## src/rtl/clock_calendar_ctrl.sv

```systemverilog
// Time-of-day/calendar sequencer with button-driven field editing; counters update one cycle after a clk_1Hz rise.
// Buttons act on the edge they are sampled, day clamp one cycle later; no backpressure, all outputs registered.
module clock_calendar_ctrl #(
    parameter bit LEAP_EN = 1'b1
) (
    input  logic       clk_100MHz,
    input  logic       reset,
    input  logic       clk_1Hz,
    input  logic       btn_mode,
    input  logic       btn_inc,
    output logic [5:0] sec,
    output logic [5:0] min,
    output logic [4:0] hour,
    output logic [4:0] day,
    output logic [3:0] month,
    output logic [6:0] year,
    output logic [2:0] set_field,
    output logic       sec_tick
);

    typedef enum logic [2:0] {
        RUN       = 3'd0,
        SET_HOUR  = 3'd1,
        SET_MIN   = 3'd2,
        SET_DAY   = 3'd3,
        SET_MONTH = 3'd4,
        SET_YEAR  = 3'd5
    } state_t;

    state_t     state;
    state_t     next_state;
    logic       clk_1Hz_q;
    logic       tick;
    logic [4:0] dim;

    function automatic logic [4:0] days_in_month(input logic [3:0] m, input logic [6:0] y);
        case (m)
            4'd4, 4'd6, 4'd9, 4'd11: days_in_month = 5'd30;
            4'd2:                    days_in_month = (LEAP_EN && (y[1:0] == 2'b00)) ? 5'd29 : 5'd28;
            default:                 days_in_month = 5'd31;
        endcase
    endfunction

    assign dim       = days_in_month(month, year);
    assign set_field = state;

    always_ff @(posedge clk_100MHz) begin
        if (reset) begin
            state <= RUN;
        end else begin
            state <= next_state;
        end
    end

    always_comb begin
        next_state = state;
        if (btn_mode) begin
            case (state)
                RUN:       next_state = SET_HOUR;
                SET_HOUR:  next_state = SET_MIN;
                SET_MIN:   next_state = SET_DAY;
                SET_DAY:   next_state = SET_MONTH;
                SET_MONTH: next_state = SET_YEAR;
                default:   next_state = RUN;
            endcase
        end
    end

    // Registered edge detect: a rise seen on edge N is consumed on edge N+1.
    always_ff @(posedge clk_100MHz) begin
        if (reset) begin
            clk_1Hz_q <= 1'b1;
            tick      <= 1'b0;
        end else begin
            clk_1Hz_q <= clk_1Hz;
            tick      <= clk_1Hz & ~clk_1Hz_q;
        end
    end

    always_ff @(posedge clk_100MHz) begin
        if (reset) begin
            sec      <= 6'd0;
            min      <= 6'd0;
            hour     <= 5'd0;
            day      <= 5'd1;
            month    <= 4'd1;
            year     <= 7'd0;
            sec_tick <= 1'b0;
        end else begin
            sec_tick <= 1'b0;
            // Clamp sits first so any real day update on the same edge takes precedence.
            if (day > dim) begin
                day <= dim;
            end
            if ((state == RUN) && tick) begin
                sec_tick <= 1'b1;
                if (sec == 6'd59) begin
                    sec <= 6'd0;
                    if (min == 6'd59) begin
                        min <= 6'd0;
                        if (hour == 5'd23) begin
                            hour <= 5'd0;
                            if (day >= dim) begin
                                day <= 5'd1;
                                if (month == 4'd12) begin
                                    month <= 4'd1;
                                    year  <= (year == 7'd99) ? 7'd0 : year + 7'd1;
                                end else begin
                                    month <= month + 4'd1;
                                end
                            end else begin
                                day <= day + 5'd1;
                            end
                        end else begin
                            hour <= hour + 5'd1;
                        end
                    end else begin
                        min <= min + 6'd1;
                    end
                end else begin
                    sec <= sec + 6'd1;
                end
            end else if (btn_mode) begin
                if (state == SET_HOUR) begin
                    sec <= 6'd0;
                end
            end else if (btn_inc) begin
                case (state)
                    SET_HOUR:  hour  <= (hour == 5'd23)  ? 5'd0 : hour + 5'd1;
                    SET_MIN:   min   <= (min == 6'd59)   ? 6'd0 : min + 6'd1;
                    SET_DAY:   day   <= (day >= dim)     ? 5'd1 : day + 5'd1;
                    SET_MONTH: month <= (month == 4'd12) ? 4'd1 : month + 4'd1;
                    SET_YEAR:  year  <= (year == 7'd99)  ? 7'd0 : year + 7'd1;
                    default: ;
                endcase
            end
        end
    end

endmodule

```

## config.mk

```make
export PLATFORM = sky130hd
export DESIGN_NAME = clock_calendar_ctrl
export DESIGN_NICKNAME = d
export VERILOG_FILES = /design/src/rtl/clock_calendar_ctrl.sv
export SDC_FILE = /design/constraint.sdc
export NUM_CORES = 1
export LEC_CHECK = 0
export ABC_AREA = 1
export BUFFER_PORTS_ARGS = -buffer_cell sky130_fd_sc_hd__buf_2
export CAP_MARGIN = 15
export CORE_MARGIN = 10
export CORE_UTILIZATION = 56
export DETAILED_ROUTE_END_ITERATION = 7
export GPL_ROUTABILITY_DRIVEN = 0
export GPL_TIMING_DRIVEN = 0
export PLACE_DENSITY = 0.8
export SETUP_SLACK_MARGIN = 0.4
export SLEW_MARGIN = 40
export SYNTH_ARGS = -nofsm -noshare
export SYNTH_HDL_FRONTEND = slang
export SYNTH_SLANG_ARGS = --single-unit
export TNS_END_PERCENT = 50
```

## constraint.sdc

```tcl
create_clock -name clk_100MHz -period 2.5 [get_ports clk_100MHz]
set_input_delay 0.375 -clock clk_100MHz [delete_from_list [all_inputs] [get_ports clk_100MHz]]
set_output_delay 0.375 -clock clk_100MHz [all_outputs]
set_load 0.02 [all_outputs]
```

==> impl_metrics.tcl, run 1 <==
set metrics [dict create \
    ys_ff_latch 39 \
    syn-num-nets 381 \
    irDropWorstVdd_v 0.000299 \
    drv_cap 0 \
    htree_num_levels 2 \
    power_mw 1.17 \
    antenna_left 0 \
    post-place-ws_ns 0.185 \
    numCtsBuffers 5 \
    mostFrequentLayoutCells "nand2_1, inv_1, buf_2" \
    start_util_pct 59.5 \
    portBuffers 41 \
    finalSetupViolations 0 \
    antenna_found_initial 0 \
    syn_area_per_cell_sq_um 6.68 \
    hold_viol 0 \
    grt_max_degree 13 \
    routed_wl_um 6200 \
    synth.distinct_cells 29 \
    p_leak_nw 1.36 \
    grt_pass1_vias 2297 \
    setup.worst_path.end_class "register" \
    tightest_slew_ns 0.544 \
    yosysWarnings 0 \
    ys_seq_area_share_pct 32.1 \
    cts_hold_buf 0 \
    final_area_sq_um 3000 \
    syn2layout_area_growth_pct 23.2 \
    mappedNetlistArea_sq_um 2430 \
    grt_use_total_pct 16.4 \
    crit_arrival_ns 2.36 \
    grt.overflow.total 0 \
    fin_setup_tns_ns 0 \
    clk_latency_ns 0.30 \
    grt_pass1_wl_um 10300 \
    dr.pass1.iters 5 \
    fin_skew_ns 0.00322 \
    die_y_um 85.9 \
    critical_path.max_fanout 6 \
    final_common_cell "nand2_1" \
    dpl.hpwl_um 4340 \
    vias 2537 \
    setup_slack_ns 0.377 \
    via_per_inst 5.33 \
    ios 42 \
    post_drt_wl_per_cell_um 13.0 \
    finalCritPeriodShare_pct 84.9 \
    clock.fmax_mhz 471 \
    cts_buffer_depth 2 \
    path_class "reg2reg" \
    slew_headroom_pct 63.7 \
    die-area_sq_um 7380 \
    drc_errors 0 \
    cts-root-buf "clkbuf_8" \
    drive_gt1_share_pct 27.2 \
    period_minus_slack_ns 2.12 \
    final_util_pct 73.3 \
    die_x_um 85.9 \
    p_per_area_nw_per_um2 391 \
    drt-initial-drc-count 170 \
    startpoint_type "register" \
    required_ns 2.74 \
    core_area_sq_um 4090 \
    hp-class "in2reg" \
    slew_violations 0 \
    dpl_cell_area_sq_um 2700 \
    num_rows 23 \
    clkTransAtPathRegs_ns 0.08 \
    run_status "finished clean" \
    syn_inst 364 \
    clock-sinks 39 \
    rsz0062_at_grt "yes" \
    cts_tree "built" \
    num-nets-final 442 \
    antenna_cells 0 \
]
==> kinds of logic (layout without fill, tap and decap cells) <==
family | Yosys count | after routing | synth area share, %
compound gates | 56 | 56 | 12.3
xor+xnor | 6 | 6 | 2.16
fa+ha+maj | 12 | 12 | 6.18
buf+inv | 57 | 119 | 9.52
flops | 39 | 39 | 32.1
simple gates | 194 | 194 | 37.7
==> report_power, final <==
part	total, mW	internal, mW	switching, mW
sequential	0.637	0.626	0.0112
combinational	0.108	0.0336	0.0746
clock	0.427	0.195	0.232
total	1.17	0.855	0.317
==> worst max-delay path, stage by stage (launching register included) <==
cell and delay (ns):
dfxtp_4 0.39, inv_1 0.06, ha_1 0.20, o21ai_1 0.15
o211ai_1 0.12, inv_1 0.07, ha_1 0.22, nand2_1 0.08
inv_2 0.04, nand2_2 0.08, nand2_4 0.09, buf_6 0.12
buf_6 0.11, nor2_4 0.08, nand3b_1 0.09, a21oi_1 0.14
==> cells in the mapped netlist <==
library cell | instances | area, sq um
nand3b_1 | 3 | 22.5
ha_1 | 12 | 150
a21oi_2 | 1 | 8.76
dfxtp_1 | 39 | 781
or2_2 | 1 | 6.26
nand3_1 | 39 | 195
xor2_1 | 6 | 52.6
o21ai_1 | 3 | 15.0
nand3_2 | 1 | 10.0
nand2_2 | 11 | 68.8
buf_6 | 2 | 22.5
nor3_2 | 1 | 10.0
nor3_1 | 3 | 15.0
inv_2 | 5 | 18.8
nand2_4 | 3 | 33.8
a211oi_1 | 2 | 15.0
nor2_1 | 33 | 124
a22oi_1 | 1 | 7.51
o21ai_0 | 15 | 75.1
inv_4 | 1 | 6.26
inv_1 | 46 | 173
clkbuf_1 | 3 | 11.3
o21bai_1 | 1 | 7.51
nand2_1 | 83 | 312
nand4_1 | 7 | 43.8
o211ai_1 | 2 | 15.0
nor2_4 | 4 | 45.0
nor2_2 | 5 | 31.3
a21oi_1 | 31 | 155
==> what timing repair did <==
| item | 4_1_cts | 5_1_grt |
|---|---|---|
| resized for setup | 16 | 21 |
| buffers inserted | 7 | 6 |
| pin swaps | 5 | 13 |
| hold endpoints to repair | 0 | 0 |
| setup endpoints to repair | 15 | 16 |
==> through the flow <==
step | hold slack, ns | instances
after global routing | 0.279 | 476
after floorplan | 0.374 | 364
after global placement | 0.378 | 455
after CTS | 0.255 | 470
after detailed placement | 0.385 | 455
final | 0.256 | 476
==> state kept, by name (all words and copies together), names as in the netlist <==
| name | cells |
|---|---|
| set_field | 3 |
| sec | 6 |
| min | 6 |
| tick | 1 |
| year | 7 |
| sec_tick | 1 |
| month | 4 |
| hour | 5 |
| clk_1Hz_q | 1 |
| day | 5 |
==> final timing paths <==
check,slack [ns],endpoint,depth (start not counted),from
setup / recovery,0.38,day[3],15,month[1]
hold / removal,0.26,clk_1Hz_q,3,clk_1Hz
setup reg to reg,0.38,day[3],15,month[1]
hold reg to reg,0.39,tick,1,clk_1Hz_q
==> per-layer routing <==
| layer | global-route usage, % | routed length [um] | vias up |
|---|---|---|---|
| met5 | 0 | 0 | - |
| met4 | 4.49 | 71 | 0 |
| met3 | 4.54 | 422 | 8 |
| met2 | 27.9 | 3070 | 73 |
| met1 | 19.7 | 2630 | 1150 |
| li1 | - | - | 1306 |
==> final cells by class <==
class	count	area, sq um
flip-flops and latches	39	795
fillers	329	1090
inverters	52	203
plain buffers	5	33.8
repair buffers	54	318
multi-input cells	268	1500
clock inverters	2	12.5
well taps	50	62.6
clock buffers	6	72.6
Note: power is estimated with default switching activity, not from simulation.
==> run 2, diff against run 1 <==
Settings changed: CORE_UTILIZATION 56 to 51, PLACE_DENSITY 0.8 to 0.77.
Clock period 2.5 ns to 1.8 ns, I/O delays scaled along.
==> run 2 against run 1 <==
- the flow now finishes with violations (negative setup slack)
- via count decreased by 1.8%
- combinational power increased by 50%
- fmax increased by 2.3%
- sequential share of layout area decreased by 0.29 points
- die area increased by 7.5%
- worst setup slack got worse by 0.65 ns
- worst hold slack got worse by 0.10 ns
- sequential cell count unchanged
- critical path depth unchanged
- count of clock-buffer cells in the layout unchanged
- final cell count decreased by 0.84%
- cell area increased by 3.3%
==> impl_metrics.tcl, run 2 (synthesis gave the netlist of run 1 again) <==
set metrics [dict create \
    drc_errors 0 \
    die_y_um 89.0 \
    grt_pass1_vias 2452 \
    critPathBufInv 3 \
    timing.reg2reg.setup_slack_ns -0.27 \
    post-place-ws_ns -0.332 \
    grt_use_total_pct 16.0 \
    min-delay-start "clk_1Hz" \
    crit_arrival_ns 2.24 \
    critical_path.max_fanout 8 \
    path_class "reg2reg" \
    via_per_inst 5.28 \
    clkTransAtPathRegs_ns 0.08 \
    dpl_cell_area_sq_um 2750 \
    regMostFlops "year" \
    swShare_pct 28.0 \
    clock.fmax_mhz 482 \
    clock-sinks 39 \
    irDropWorstVdd_v 0.000350 \
    num-nets-final 434 \
    drive_gt1_share_pct 30.9 \
    seq_power_share_pct 53.6 \
    die-area_sq_um 7930 \
    routed_wl_um 6210 \
    hold_depth 3 \
    slowest_delay_ns 0.37 \
    required_ns 1.97 \
    path_cells "inv_4, ha_4, nand3_4, o211ai_1, inv_1, ha_1, nand2_1, inv_2, nand2_2, nand2_4, nand3_4, nand2_8, nand2_8, nand2_1, a21oi_1" \
    largestRegisters "year: 7 flops, min: 6 flops, sec: 6 flops" \
    vias 2491 \
    dpl.hpwl_um 4480 \
    dr.pass1.iters 4 \
    run_status "finished, violations left" \
    clk_latency_ns 0.30 \
    antenna_left 0 \
    grt_max_degree 13 \
    post_drt_wl_per_cell_um 13.2 \
    slew_violations 0 \
    ios 42 \
    fin_skew_ns 0.00513 \
    tightest_slew_ns 0.584 \
    clock_power_share_pct 36.6 \
    cts-root-buf "clkbuf_8" \
    startpoint_type "register" \
    combPwrFrac_pct 9.8 \
    finalCritPeriodShare_pct 115 \
    rsz0062_at_grt "yes" \
    mostFrequentLayoutCells "nand2_1, inv_1, buf_2" \
    die_x_um 89.0 \
    final_common_cell "nand2_1" \
    grt_pass1_wl_um 10300 \
    regToRegStartpoint "month[0]" \
    cts_hold_buf 0 \
    hp-class "in2reg" \
    portBuffers 41 \
    r2r_end "year[6]" \
    worst_path_max_delay_cell "dfxtp_4" \
    cts_buffer_depth 2 \
    setup_slack_ns -0.275 \
    drt-initial-drc-count 140 \
    drv_cap 0 \
    finalNonFillerCells 472 \
    whs_endpoint "clk_1Hz_q" \
    power_mw 1.65 \
    p_sw_mw 0.461 \
    p_per_area_nw_per_um2 532 \
    final_area_sq_um 3100 \
    period_minus_slack_ns 2.07 \
    numCtsBuffers 5 \
    antenna_found_initial 0 \
    grt.overflow.total 0 \
    finalSetupViolations 16 \
    htree_num_levels 2 \
    slew_headroom_pct 61.1 \
    violations "negative setup slack" \
    place_inst 459 \
    hold_viol 0 \
    start_util_pct 52.2 \
    nFillCells 416 \
    cpLargestDelayFamily "simple AND/OR/NAND/NOR gates" \
    largest_reg_flops 7 \
    core_area_sq_um 4660 \
    setup.worst_path.end_class "register" \
    antenna_cells 0 \
    syn2layout_area_growth_pct 27.3 \
    p_leak_nw 1.34 \
    cts_tree "built" \
    num_rows 25 \
    p_int_mw 1.19 \
    reg2reg_depth 15 \
]
## run 2: layout make-up
class                      instances  area, sq um  area share, %
inverter                          52          213           6.87
buffer                             5         33.8           1.09
clock buffer                       6         72.6           2.34
sequential                        39          812           26.2
timing repair buffer              46          243           7.84
tap                               54         67.6           2.18
clock inverter                     2         12.5          0.404
multi-input combinational        268         1640           53.0
## run 2: how the worst max path moves through the flow
stage / from / end / depth (start not counted)
finish: month[0] / year[6] / 15
global route: month[0] / year[3] / 15
CTS: month[0] / year[6] / 15
detailed placement: month[0] / year[1] / 15
global placement: month[0] / year[5] / 15
floorplan: month[0] / year[3] / 15
## run 2: timing repair
item | 4_1_cts | 5_1_grt
hold endpoints to repair | 0 | 0
buffers inserted | 4 | 1
gates resized for setup | 35 | 23
pin swaps | 19 | 25
endpoints found under the setup margin | 33 | 33
## run 2: power groups by stage
stage               Combinational [mW]  Sequential [mW]  Clock, mW
floorplan                       0.0912            0.914          0
global placement                 0.140            0.905          0
detailed placement               0.142            0.905          0
CTS                              0.154            0.882      0.614
global route                     0.178            0.886      0.640
finish                           0.162            0.883      0.602
## run 2: through the flow
| stage | hold slack [ns] | setup TNS (ns) | utilization [%] |
|---|---|---|---|
| after global placement | 0.388 | -3.53 | 58.9 |
| after detailed placement | 0.386 | -4.36 | 58.9 |
| final | 0.153 | -3.79 | 66.4 |
| after global routing | 0.176 | -7.15 | 66.4 |
| after CTS | 0.159 | -3.59 | 64.2 |
| after floorplan | 0.366 | -1.22 | - |
## run 2: worst register-to-register path: cells and delay by family (launching register included)
family | cells | cell delay, ns
simple gates | 8 | 0.65
fa+ha+maj | 2 | 0.41
flops | 1 | 0.37
compound gates | 2 | 0.30
buf+inv | 3 | 0.21
## run 2: metal layers
metal  wire length (um)  global-route usage, %
met1               2700                   18.4
met2               3080                   27.5
met5                  0                      0
met3                357                   4.01
met4                 65                   6.50
==> run 3, diff against run 2 <==
--- a/config.mk
+++ b/config.mk
@@ -14,4 +14,5 @@
 export GPL_ROUTABILITY_DRIVEN = 0
 export GPL_TIMING_DRIVEN = 0
+export MAX_ROUTING_LAYER = met4
 export PLACE_DENSITY = 0.77
 export SETUP_SLACK_MARGIN = 0.4
==> constraint.sdc (replaced) <==
create_clock -name clk_100MHz -period 1.8 [get_ports clk_100MHz]
set_input_delay 0.27 -clock clk_100MHz [delete_from_list [all_inputs] [get_ports clk_100MHz]]
set_output_delay 0.27 -clock clk_100MHz [all_outputs]
set_load 0.005 [all_outputs]
==> run 3 against run 2 <==
- first-iteration DRC count down 28%
- the run still ends with negative setup slack left
- clock skew up 0.00059 ns
- clock power down 3%
==> impl_metrics.tcl, run 3 (synthesis gave the netlist of run 1 again) <==
set metrics [dict create \
    drive_gt1_share_pct 32.1 \
    final_util_pct 67.0 \
    regToRegStartpoint "month[0]" \
    clkTransAtPathRegs_ns 0.08 \
    via_per_inst 5.45 \
    largestRegisters "year: 7 flops, min: 6 flops, sec: 6 flops" \
    rsz0062_at_grt "yes" \
    slew_headroom_pct 52.0 \
    p_per_area_nw_per_um2 518 \
    post-place-ws_ns -0.377 \
    die_y_um 89.0 \
    syn2layout_area_growth_pct 28.5 \
    cp-startpoint "month[0]" \
    swShare_pct 26.5 \
    fin_skew_ns 0.00572 \
    grt.overflow.total 0 \
    htree_num_levels 2 \
    min-delay-start "clk_1Hz" \
    core_area_sq_um 4660 \
    drv_cap 0 \
    largest_reg_flops 7 \
    violations "negative setup slack" \
    grt_max_degree 12 \
    cts_tree "built" \
    cts_hold_buf 0 \
    irDropWorstVdd_v 0.000355 \
    hold_viol 0 \
    tightest_slew_ns 0.720 \
    grt_use_total_pct 16.8 \
    antenna_left 0 \
    p_leak_nw 1.40 \
    run_status "finished, violations left" \
    clk_latency_ns 0.30 \
    setup_slack_ns -0.396 \
    num-nets-final 440 \
    grt_pass1_vias 2520 \
    num_rows 25 \
    slew_violations 0 \
    seq_power_share_pct 54.7 \
    antenna_cells 0 \
    nFillCells 409 \
    portBuffers 41 \
    die-area_sq_um 7930 \
    dpl.hpwl_um 4450 \
    die_x_um 89.0 \
    period_minus_slack_ns 2.20 \
    clock_power_share_pct 36.2 \
    critical_path.max_fanout 8 \
    dr.pass1.iters 4 \
    cts-root-buf "clkbuf_8" \
    cts_buffer_depth 2 \
    place_inst 459 \
    clock-sinks 39 \
    finalSetupViolations 16 \
    crit_arrival_ns 2.35 \
    clock.fmax_mhz 455 \
    setup.worst_path.end_class "register" \
    fin_setup_tns_ns -5.10 \
    drc_errors 0 \
    finalCritPeriodShare_pct 122 \
    finalNonFillerCells 478 \
    post_drt_wl_per_cell_um 13.4 \
    hp-class "in2reg" \
    ios 42 \
    p_int_mw 1.19 \
    mostFrequentLayoutCells "nand2_1, inv_1, buf_2" \
    numCtsBuffers 5 \
    drt-initial-drc-count 101 \
    vias 2604 \
    start_util_pct 52.2 \
    routed_wl_um 6430 \
    antenna_found_initial 0 \
    startpoint_type "register" \
    combPwrFrac_pct 9.1 \
    path_class "reg2reg" \
    final_common_cell "nand2_1" \
    regMostFlops "year" \
    p_sw_mw 0.428 \
    required_ns 1.96 \
    grt_pass1_wl_um 10600 \
]
-- run 3: cell types whose count changed in the layout (fill, tap and decap cells not counted), moves of 3 or more --
cell,before,now
nand3_1,32,35
dfxtp_1,26,29
nor2_1,28,31
nor2_2,7,4
a21oi_1,31,23
nand2_4,3,10
buf_4,5,11
nand2_1,75,72
nand3_4,4,1
a21oi_2,1,9
-- run 3: worst max-delay path: stages, from the launching register on --
cell and delay [ns]:
dfxtp_4 0.37, inv_4 0.07, ha_4 0.13, nand3_2 0.06
o211ai_1 0.25, inv_1 0.12, ha_4 0.29, nand2_4 0.04
inv_4 0.07, nand2_4 0.08, nand2_8 0.10, nand3_4 0.10
nand2_8 0.14, nand2_8 0.10, nand2_2 0.09, a21oi_2 0.04
-- run 3: layout make-up --
type                    count  area [sq um]  share of cell area, %
multi-input cells         268          1640                   52.6
flip-flops and latches     39           803                   25.7
repair buffers             52           288                   9.21
inverters                  52           205                   6.57
clock buffers               7          76.3                   2.44
well taps                  54          67.6                   2.16
plain buffers               5          33.8                   1.08
clock inverters             1          5.00                  0.160
-- run 3: power by group through the flow --
stage	Clock, mW	Sequential [mW]	Combinational, mW
4_1_cts	0.594	0.884	0.138
6_report	0.585	0.885	0.147
2_1_floorplan	0	0.905	0.0912
3_3_place_gp	0	0.906	0.129
3_5_place_dp	0	0.906	0.131
5_1_grt	0.623	0.886	0.162
-- run 3: metal layers --
layer | wire length [um] | global-route usage (%) | vias up | part of all wire [%]
met5 | 0 | - | - | 0
met4 | 127 | 7.37 | 0 | 2.0
met3 | 318 | 3.10 | 12 | 4.9
met2 | 3150 | 28.7 | 75 | 49
met1 | 2840 | 18.6 | 1213 | 44
li1 | - | - | 1304 | -
-- run 3: repair_timing --
item                                    CTS  global route
setup buffers                             7             4
gates resized for setup                  25            34
endpoints found under the setup margin   33            31
pin swaps                                12            13
-- run 3: worst paths after layout --
check / to / slack, ns / cells after the start
worst min register to register: tick / 0.40 / 1
worst max register to register: year[1] / -0.40 / 15
worst max-delay path: year[1] / -0.40 / 15
worst min-delay path: clk_1Hz_q / 0.16 / 3
-- run 3: stage by stage --
step           hold slack, ns  power [mW]  area, sq um
2_1_floorplan           0.366       0.996         2470
3_3_place_gp            0.389        1.04         2740
3_5_place_dp            0.388        1.04         2740
4_1_cts                 0.159        1.62         2960
5_1_grt                 0.193        1.67         3120
6_report                0.164        1.62         3120
